===== src/rtl/systolic_result_streamer_pkg.sv =====
`default_nettype none
// ============================================================================
// Package     : systolic_pkg
// Description : Shared defaults, index-width helper and stream FSM state
//               encoding for the systolic array and its result streamer.
// Revision    : 1.0 - initial release
// ============================================================================
package systolic_pkg;

    // Defaults shared by the array, the streamer and their benches
    localparam int unsigned DEFAULT_N     = 4;
    localparam int unsigned DEFAULT_ACC_W = 11;

    // Width of a row or column index for an n x n matrix (never zero)
    function automatic int unsigned idx_width(input int unsigned n);
        return (n > 1) ? $clog2(n) : 1;
    endfunction

    typedef enum logic [0:0] {
        IDLE   = 1'b0,
        STREAM = 1'b1
    } state_t;

endpackage
`default_nettype wire


===== src/rtl/systolic_result_streamer_if.sv =====
`default_nettype none
// ============================================================================
// Interface   : systolic_result_streamer_if
// Description : Valid/ready element stream leaving the result streamer.
//               master = streamer side, slave = downstream consumer.
// Revision    : 1.0 - initial release
// ============================================================================
interface systolic_result_streamer_if
    import systolic_pkg::*;
#(
    parameter int unsigned ACC_W = DEFAULT_ACC_W
) ();

    logic [ACC_W-1:0] data_o;
    logic             valid_o;
    logic             ready_i;
    logic             last_o;

    modport master (output data_o, output valid_o, output last_o, input ready_i);
    modport slave  (input data_o, input valid_o, input last_o, output ready_i);

endinterface
`default_nettype wire


===== src/rtl/systolic_result_streamer_rc_counter.sv =====
`default_nettype none
// ============================================================================
// Module      : rc_counter
// Description : Row-major row/col walker over an N x N matrix. Clear has
//               priority over advance; advancing past (N-1, N-1) wraps to
//               (0, 0). o_last flags the final element.
// Revision    : 1.0 - initial release
// ============================================================================
module rc_counter
    import systolic_pkg::*;
#(
    parameter int unsigned N     = DEFAULT_N,
    parameter int unsigned IDX_W = idx_width(N)
) (
    input  wire logic             clk,
    input  wire logic             rst,
    input  wire logic             i_clear,
    input  wire logic             i_advance,
    output logic [IDX_W-1:0]      o_row,
    output logic [IDX_W-1:0]      o_col,
    output logic                  o_last
);

    localparam logic [IDX_W-1:0] C_MAX = IDX_W'(N - 1);

    logic [IDX_W-1:0] r_row;
    logic [IDX_W-1:0] r_col;

    // Step through columns, carrying into the row at the end of each row
    always_ff @(posedge clk) begin
        if (rst || i_clear) begin
            r_row <= '0;
            r_col <= '0;
        end else if (i_advance) begin
            if (r_col == C_MAX) begin
                r_col <= '0;
                r_row <= (r_row == C_MAX) ? '0 : r_row + 1'b1;
            end else begin
                r_col <= r_col + 1'b1;
            end
        end
    end

    assign o_row  = r_row;
    assign o_col  = r_col;
    assign o_last = (r_row == C_MAX) && (r_col == C_MAX);

endmodule
`default_nettype wire


===== src/rtl/systolic_result_streamer.sv =====
`default_nettype none
// ============================================================================
// Module      : systolic_result_streamer
// Description : Snapshots the systolic array's N x N result on the rising
//               edge of done_i and streams it row-major, one element per
//               valid/ready handshake. A done edge landing on the final
//               handshake chains straight into the next matrix; any other
//               done edge while streaming is dropped and sets overrun_o.
//               Optional macro STREAM_INDEX_EN adds row_o/col_o outputs.
// Revision    : 1.0 - initial release
// ============================================================================
module systolic_result_streamer
    import systolic_pkg::*;
#(
    parameter int unsigned N     = DEFAULT_N,
    parameter int unsigned ACC_W = DEFAULT_ACC_W
) (
    input  wire logic                   clk_i,
    input  wire logic                   rst_i,
    input  wire logic                   done_i,
    input  wire logic [N*N*ACC_W-1:0]   result_i,
    systolic_result_streamer_if.master  strm,
    output logic                        busy_o,
    output logic                        overrun_o
`ifdef STREAM_INDEX_EN
    ,
    output logic [$clog2(N)-1:0]        row_o,
    output logic [$clog2(N)-1:0]        col_o
`endif
);

    localparam int unsigned IDX_W    = idx_width(N);
    localparam int unsigned NUM_ELEM = N * N;
    localparam int unsigned SEL_W    = $clog2(NUM_ELEM);

    state_t           r_state;
    logic             r_done_q;
    logic             r_overrun;
    logic [ACC_W-1:0] r_snap [NUM_ELEM];

    logic [IDX_W-1:0] w_row;
    logic [IDX_W-1:0] w_col;
    logic [SEL_W-1:0] w_sel;
    logic             w_last_idx;
    logic             w_valid;
    logic             w_rise;
    logic             w_hs;
    logic             w_final_hs;
    logic             w_capture;

    assign w_valid    = (r_state == STREAM);
    assign w_rise     = done_i & ~r_done_q;
    assign w_hs       = w_valid & strm.ready_i;
    assign w_final_hs = w_hs & w_last_idx;
    // Accept a new matrix when idle, or exactly as the last element leaves
    assign w_capture  = w_rise & (~w_valid | w_final_hs);

    rc_counter #(
        .N     (N),
        .IDX_W (IDX_W)
    ) u_rc_counter (
        .clk       (clk_i),
        .rst       (rst_i),
        .i_clear   (w_capture),
        .i_advance (w_hs),
        .o_row     (w_row),
        .o_col     (w_col),
        .o_last    (w_last_idx)
    );

    // Control: done edge detector, IDLE/STREAM sequencing, sticky overrun
    always_ff @(posedge clk_i) begin
        if (rst_i) begin
            r_state   <= IDLE;
            r_done_q  <= 1'b0;
            r_overrun <= 1'b0;
        end else begin
            r_done_q <= done_i;
            case (r_state)
                IDLE: begin
                    if (w_rise) begin
                        r_state <= STREAM;
                    end
                end
                STREAM: begin
                    if (w_final_hs && !w_rise) begin
                        r_state <= IDLE;
                    end
                    if (w_rise && !w_final_hs) begin
                        r_overrun <= 1'b1;
                    end
                end
                default: r_state <= IDLE;
            endcase
        end
    end

    // Snapshot store; contents are only observed while streaming, so no reset
    always_ff @(posedge clk_i) begin
        if (w_capture) begin
            for (int i = 0; i < NUM_ELEM; i++) begin
                r_snap[i] <= result_i[i*ACC_W +: ACC_W];
            end
        end
    end

    assign w_sel = SEL_W'(w_row) * SEL_W'(N) + SEL_W'(w_col);

    assign strm.valid_o = w_valid;
    assign strm.data_o  = w_valid ? r_snap[w_sel] : '0;
    assign strm.last_o  = w_valid & w_last_idx;
    assign busy_o       = w_valid;
    assign overrun_o    = r_overrun;

`ifdef STREAM_INDEX_EN
    assign row_o = w_row;
    assign col_o = w_col;
`endif

endmodule
`default_nettype wire


===== src/flat_wrapper.sv =====
// flat-port wrapper written by rule: the top's interface ports become plain ports
module systolic_result_streamer_flat import systolic_pkg::*;
#(
    parameter int unsigned N     = DEFAULT_N,
    parameter int unsigned ACC_W = DEFAULT_ACC_W
)
  (clk_i, rst_i, done_i, result_i, busy_o, overrun_o, strm_data_o, strm_valid_o, strm_last_o, strm_ready_i);
  systolic_result_streamer_if #(.ACC_W(ACC_W)) strm_i ();
  input  wire logic clk_i;
  input  wire logic rst_i;
  input  wire logic done_i;
  input  wire logic [N*N*ACC_W-1:0] result_i;
  output logic busy_o;
  output logic overrun_o;
  output wire logic [$bits(strm_i.data_o)-1:0] strm_data_o;
  output wire logic [$bits(strm_i.valid_o)-1:0] strm_valid_o;
  output wire logic [$bits(strm_i.last_o)-1:0] strm_last_o;
  input wire logic [$bits(strm_i.ready_i)-1:0] strm_ready_i;
  assign strm_data_o = strm_i.data_o;
  assign strm_valid_o = strm_i.valid_o;
  assign strm_last_o = strm_i.last_o;
  assign strm_i.ready_i = strm_ready_i;
  systolic_result_streamer #(.N(N), .ACC_W(ACC_W)) u_core (.clk_i(clk_i), .rst_i(rst_i), .done_i(done_i), .result_i(result_i), .strm(strm_i), .busy_o(busy_o), .overrun_o(overrun_o));
endmodule

===== config.mk =====
export PLATFORM = sky130hd
export DESIGN_NAME = systolic_result_streamer_flat
export DESIGN_NICKNAME = d
export VERILOG_FILES = /design/src/rtl/systolic_result_streamer_pkg.sv /design/src/rtl/systolic_result_streamer_if.sv /design/src/rtl/systolic_result_streamer_rc_counter.sv /design/src/rtl/systolic_result_streamer.sv /design/src/flat_wrapper.sv
export SDC_FILE = /design/constraint.sdc
export NUM_CORES = 1
export LEC_CHECK = 0
export ABC_AREA = 1
export BUFFER_PORTS_ARGS = -buffer_cell sky130_fd_sc_hd__buf_2
export CAP_MARGIN = 20
export CORE_ASPECT_RATIO = 0.6
export CORE_MARGIN = 4
export CORE_UTILIZATION = 45
export CTS_CLUSTER_SIZE = 24
export DETAILED_ROUTE_END_ITERATION = 16
export PLACE_DENSITY_LB_ADDON = 0.05
export SYNTH_ARGS = -nofsm -noshare
export SYNTH_HDL_FRONTEND = slang
export SYNTH_SLANG_ARGS = --single-unit

===== constraint.sdc =====
create_clock -name clk_i -period 11.5 [get_ports clk_i]
set_input_delay 2.3 -clock clk_i [delete_from_list [all_inputs] [get_ports clk_i]]
set_output_delay 2.3 -clock clk_i [all_outputs]
set_load 0.05 [all_outputs]

* Yosys cells after proc, flatten, opt, wreduce, memory -nomap -nowiden
Memories as Yosys holds them, arrays and structs flattened. Index checks and enable logic that the tools add are counted.
Cells by class: reductions and logical operators 8, equality and inequality tests 2, $mul 0, mux-type cells 8, shift-type cells 0, order comparisons 0, div/mod/pow operators 0, bitwise operators 8, add/subtract/negate cells 3
Operators by type and width (count):
- $mux W11 | 1
- $and A1 B1 Y1 | 5
- $add A2 B1 Y2 const B | 2
- $add A4 B2 Y4 | 1
- $eq A2 B2 Y1 const B | 2
- $mux W1 | 4
- $mux W2 | 2
- $reduce_and A2 Y1 | 2
- $logic_and A1 B1 Y1 | 3
- $logic_not A1 Y1 | 2
- $not A1 Y1 | 2
- $pmux W1 S2 | 1
- $logic_or A1 B1 Y1 | 1
- $or A1 B1 Y1 | 1
Storage, ports and cells: bits in writable memories 176, memories kept 1, ROM bits 0, output and inout bits 15, bits in registers 7, logic and storage cells 35, bits in latches 0
Memory list:
- u_core.r_snap | depth 16, width 11, rd ports 1, clocked after memory_dff 0, wr ports 16, line systolic_result_streamer.sv:39 | logic [ACC_W-1:0] r_snap [NUM_ELEM];

* Depth between registers and ports, before layout
depth after elaboration 7, depth in mapped cells 9, depth with buffers taken out 8

* Hierarchy
From an unflattened synthesis, not the netlist that was laid out.
Unflattened totals: cell total of the unflattened synthesis 737, area, all modules 7759.9 um^2
By module, submodules not included:
- systolic_result_streamer | cells each 707, area an instance 7553.5 um^2, times used 1, seq. area each 5345.1 um^2
- rc_counter | cells each 30, area an instance 206.4 um^2, times used 1, seq. area each 80.1 um^2

* Least setup slack after synthesis
Ideal clock, no wire load.
path type input -> register, start point input strm_ready_i, end point register u_core.u_rc_counter.r_col[0] (netlist: u_core.u_rc_counter.o_col[0]), data arrival time 11.011 ns, stages on the path 8, slack 0.363 ns, setup time 0.125 ns, data required time 11.375 ns, cell sequence nand2_1 -> inv_1 -> nand3_1 -> nand2_1 -> inv_1 -> nor2_1 -> or2_2 -> nor2_1
Between the ends: cells in the longest elaborated chain, start to end 5
RTL lines:
- start, declared | line flat_wrapper.sv:18 | input wire logic [$bits(strm_i.ready_i)-1:0] strm_ready_i;
- $and A1 B1 Y1 | line systolic_result_streamer.sv:53 | assign w_hs = w_valid & strm.ready_i;
- $and A1 B1 Y1 | line systolic_result_streamer.sv:54 | assign w_final_hs = w_hs & w_last_idx;
- $or A1 B1 Y1 | line systolic_result_streamer.sv:56 | assign w_capture = w_rise & (~w_valid | w_final_hs);
- $and A1 B1 Y1 | line systolic_result_streamer.sv:56
- via u_core.u_rc_counter.i_clear | line systolic_result_streamer_rc_counter.sv:17 | input wire logic i_clear,
- $logic_or A1 B1 Y1 | line systolic_result_streamer_rc_counter.sv:31 | if (rst || i_clear) begin
- end signal, assigned | line systolic_result_streamer_rc_counter.sv:39 | r_col <= r_col + 1'b1;
- end, declared | line systolic_result_streamer_rc_counter.sv:27 | logic [IDX_W-1:0] r_col;
The timed path passes the listed nets, and every way through them passes these cells. A chain may end at the register's enable or synchronous reset.

* Worst setup path in the final report
start point register u_core.u_rc_counter.r_col[0] (netlist: u_core.u_rc_counter.o_col[0]), end point output strm_data_o[2]
Between the ends: cells in the longest elaborated chain, start to end 3
RTL lines:
- $add A4 B2 Y4 | line systolic_result_streamer.sv:107 | assign w_sel = SEL_W'(w_row) * SEL_W'(N) + SEL_W'(w_col);
- $mem_v2 Z16 W11
- $mux W11 | line systolic_result_streamer.sv:110 | assign strm.data_o = w_valid ? r_snap[w_sel] : '0;
- end, declared | line flat_wrapper.sv:15 | output wire logic [$bits(strm_i.data_o)-1:0] strm_data_o;
No other way between the ends.

==> results.txt <==
* Clock buffer count from CTS: 17
- STA puts the critical path data required time at 9.20 ns.
- The via count of the first global-routing pass was 5428.
* Source of the worst hold timing path: u_core.overrun_o
* R2R depth: 8
* Worst Setup End Kind: output port
- In this run the tool buffered the top-level ports with between 150 and 200 buffer cells.
- The tree is rooted in a clkbuf_16.
* Fraction of layout cells with a size suffix above 1: 0.2527
- Tracing the worst setup path back leads to its startpoint at u_core.u_rc_counter.o_col[0].
- The routed layout has between 5000 and 6000 vias.
- Horizontal extent of the die: approximately 180 um
- In the final routed layout, each cell accounts on average for 18.09 um.
- Leakage: 4.224 nW
* Worst setup SP type: flip-flop
- Distinct cell type count after synthesis: 18
- The repair_antennas step left the layout with diodes totalling 0.
* Final hold viol count: 0
* Clk_skew: 0.006285 ns
* Maximum level of the CTS H-tree: 4
- Mapped Area: around 7700 um2
- After detailed routing, the met2 layer carries between 8 and 9 mm of wire.
- Setup repair after global routing left no endpoint under its margin.
- After legalization and detailed placement, the total HPWL measured between 10 and 15 mm.
* Final critical-path required period: 5.834 ns
- The setup check on the worst reg-to-reg path leaves a slack of 8.49 ns.
* Initial standard-cell utilization of the core: 0.4670
- Hold Path Stages: 2
- Standard cell area after detailed placement: between 8000 and 9000 um2
* Clock latency at the later pin of the worst-skew pair: 0.43 ns
* Dominant cell type by area after synthesis: edfxtp_1
- Of the post-synthesis cell area, the dominant cell type holds 0.6846.
- Die height: between 100 and 150 um
* FF-to-FF End: u_core.u_rc_counter.o_col[0]
* Share of synthesized area occupied by flip-flops and latches: 0.7028
* Layout fillers: 1458
* Global-route wire length before repair: around 31 mm
- Measured against its own limit, the worst slew margin works out to 0.2918.
- Overflow left after global routing: 0
- Die Outline Area: between 15000 and 20000 um2
* Core box area: 16530 um2
* Residual DRC: 0
- Entering global routing, the biggest net connects between 150 and 200 pins.
- Number of gates resized after CTS: 0
- When the netlist entered floorplanning its net count stood at 912.
* Share of the clock period used by the worst path: 0.5073
- Power spread over the standard cell area amounts to around 160 nW/um2.
- The critical path ends at strm_data_o[2].
- Final Wtd Congestion: about 0.92
- Post-detailed-routing wire length: about 21 mm
- Yosys warning total: 0
- The detailed router put a total of approximately 10 mm of wire on met1.
* Critical setup path kind: reg -> out
- For this design, the CTS-stage hold fixing added 0 buffers.
- The detail route stage leaves a number of antenna-violating nets equal to 0.
- Area grow syn2layout: 21.60%
* Finish-stage setup viols: 0
- Highest clock frequency the design can meet: 171.4 MHz
- Number of top-level pins: about 200
* Cell types occupying the most area after synthesis: edfxtp_1, nand2_1, nand3_1
- Once layout is done, the placed cells without fillers occupy around 9400 um2.
- In the final design database the tool counted between 1000 and 1500 nets.
* Highest routed metal layer: met4
* Average footprint of a synthesized cell: roughly 11 um2
- MaxCap Viol Count: 0
- CP arrival: between 3 and 4 ns
- Leaving out fill and tap cells, the most frequent cells in the layout are nand2_1, buf_2, edfxtp_1, nand3_1, inv_1.
- TritonCTS built the clock tree.
* CTS clock-pin slew for the worst setup and hold paths: ~0.07 ns
- The pre-antenna-repair detailed-routing pass consisted of 5 iterations.
- Clock tree buffer depth: 2
- The library cell used most frequently in the layout, excluding fill and tap cells, is nand2_1.
- Post-Synthesis Cells: between 700 and 800
- After detailed routing, the number of vias per cell comes to a little under 5.
- In this run the critical register-to-register path is launched from u_core.u_rc_counter.o_col[0].
- The worst-case IR drop observed on VDD is 0.09908 mV.
- CTS saw between 150 and 200 sinks.
- Row generation in the floorplan step produced 36 rows.
- Initial antenna violation count: 0
* Post-CTS setup repair buffer count: 0
- Iteration-0 DRC count of the detailed router: just under 700
* Global Route Usage Sum: 0.2171
- Met3 Wirelength: ~2.2 mm
* Setup TNS Final: 0 ns
- The completed layout was analyzed and its total power is between 1 and 1.5 mW.
* Synthesized flop and latch total: between 150 and 200
- Class of the tightest hold or removal check: reg -> reg
- Largest driver fanout on the critical path: 92
- At the pin with the least slew margin, the transition time is about 1.1 ns.
* Number of max-slew violations in the final report: 0
- Result of the run: finished clean
-- stage by stage --
stage / worst slack [ns] / hold slack, ns / instances / utilization
after floorplan: 0.3631 / 0.4726 / 730 / -
after global placement: 6.181 / 0.4352 / 1118 / 0.5343
after detailed placement: 6.155 / 0.4462 / 1118 / 0.5343
after CTS: 5.673 / 0.4569 / 1150 / 0.5679
after global routing: 5.459 / 0.4841 / 1150 / 0.5679
final: 5.666 / 0.4541 / 1150 / 0.5679
-- per-layer routing --
layer,GRT usage,vias up
met4,0.05850,0
met5,0,-
met1,0.3491,2615
met3,0.05911,22
met2,0.2847,293
li1,-,2742
-- logic make-up after synthesis --
family | after synthesis | synth area share
and+or+nand+nor | 393 | 0.2099
AOI/OAI and AO/OA | 17 | 0.01167
buffers and inverters | 135 | 0.07245
adders and majority gates | 2 | 0.003241
DFF | 183 | 0.7028
-- Yosys cell counts --
| master | number |
|---|---|
| inv_2 | 1 |
| clkbuf_1 | 11 |
| nor2_1 | 6 |
| ha_1 | 2 |
| or2_2 | 1 |
| nand3_1 | 112 |
| clkinv_1 | 1 |
| a211oi_1 | 2 |
| inv_1 | 96 |
| buf_2 | 18 |
| edfxtp_1 | 176 |
| buf_1 | 3 |
| buf_4 | 2 |
| nand2_1 | 272 |
| a21oi_1 | 15 |
| buf_6 | 3 |
| nor3_1 | 2 |
| dfxtp_1 | 7 |
-- worst min path at each step --
stage / to
after floorplan: u_core.overrun_o
after global placement: u_core.overrun_o
after detailed placement: u_core.overrun_o
after CTS: u_core.overrun_o
after global routing: u_core.overrun_o
final: u_core.overrun_o
-- power by group --
part | switching (mW) | leakage [nW] | total [mW] | internal [mW]
logic | 0.0782 | 2.24 | 0.120 | 0.0419
clock network | 0.256 | 0.271 | 0.555 | 0.299
registers | 0.0152 | 1.72 | 0.791 | 0.775
-- worst max-delay path, cell delays in order (launching register included) --
cell and delay [ns]:
dfxtp_4 1.01, inv_2 0.51, buf_4 0.47, nand2_1 0.13, nand3_1 0.12, nand3_1 0.16
nand3_1 0.14, a21oi_1 0.23, buf_2 0.29
-- final cells by class --
type / instances / area, um2 / area share
Sequential cell: 183 / 5430 / 0.5784
Multi-Input combinational cell: 412 / 1743 / 0.1857
Timing Repair Buffer: 197 / 1006 / 0.1072
Clock buffer: 17 / 425.4 / 0.04532
Inverter: 98 / 367.9 / 0.03918
Tap cell: 228 / 285.3 / 0.03039
Clock inverter: 15 / 130.1 / 0.01386
-- flip-flops by register name (all words and copies together), names as in the netlist --
signal and flops:
u_core.busy_o 1, u_core.u_rc_counter.o_col 2, u_core.u_rc_counter.o_row 2, u_core.r_done_q 1, u_core.r_snap 176, u_core.overrun_o 1
Note: power is estimated with default switching activity, not from simulation.
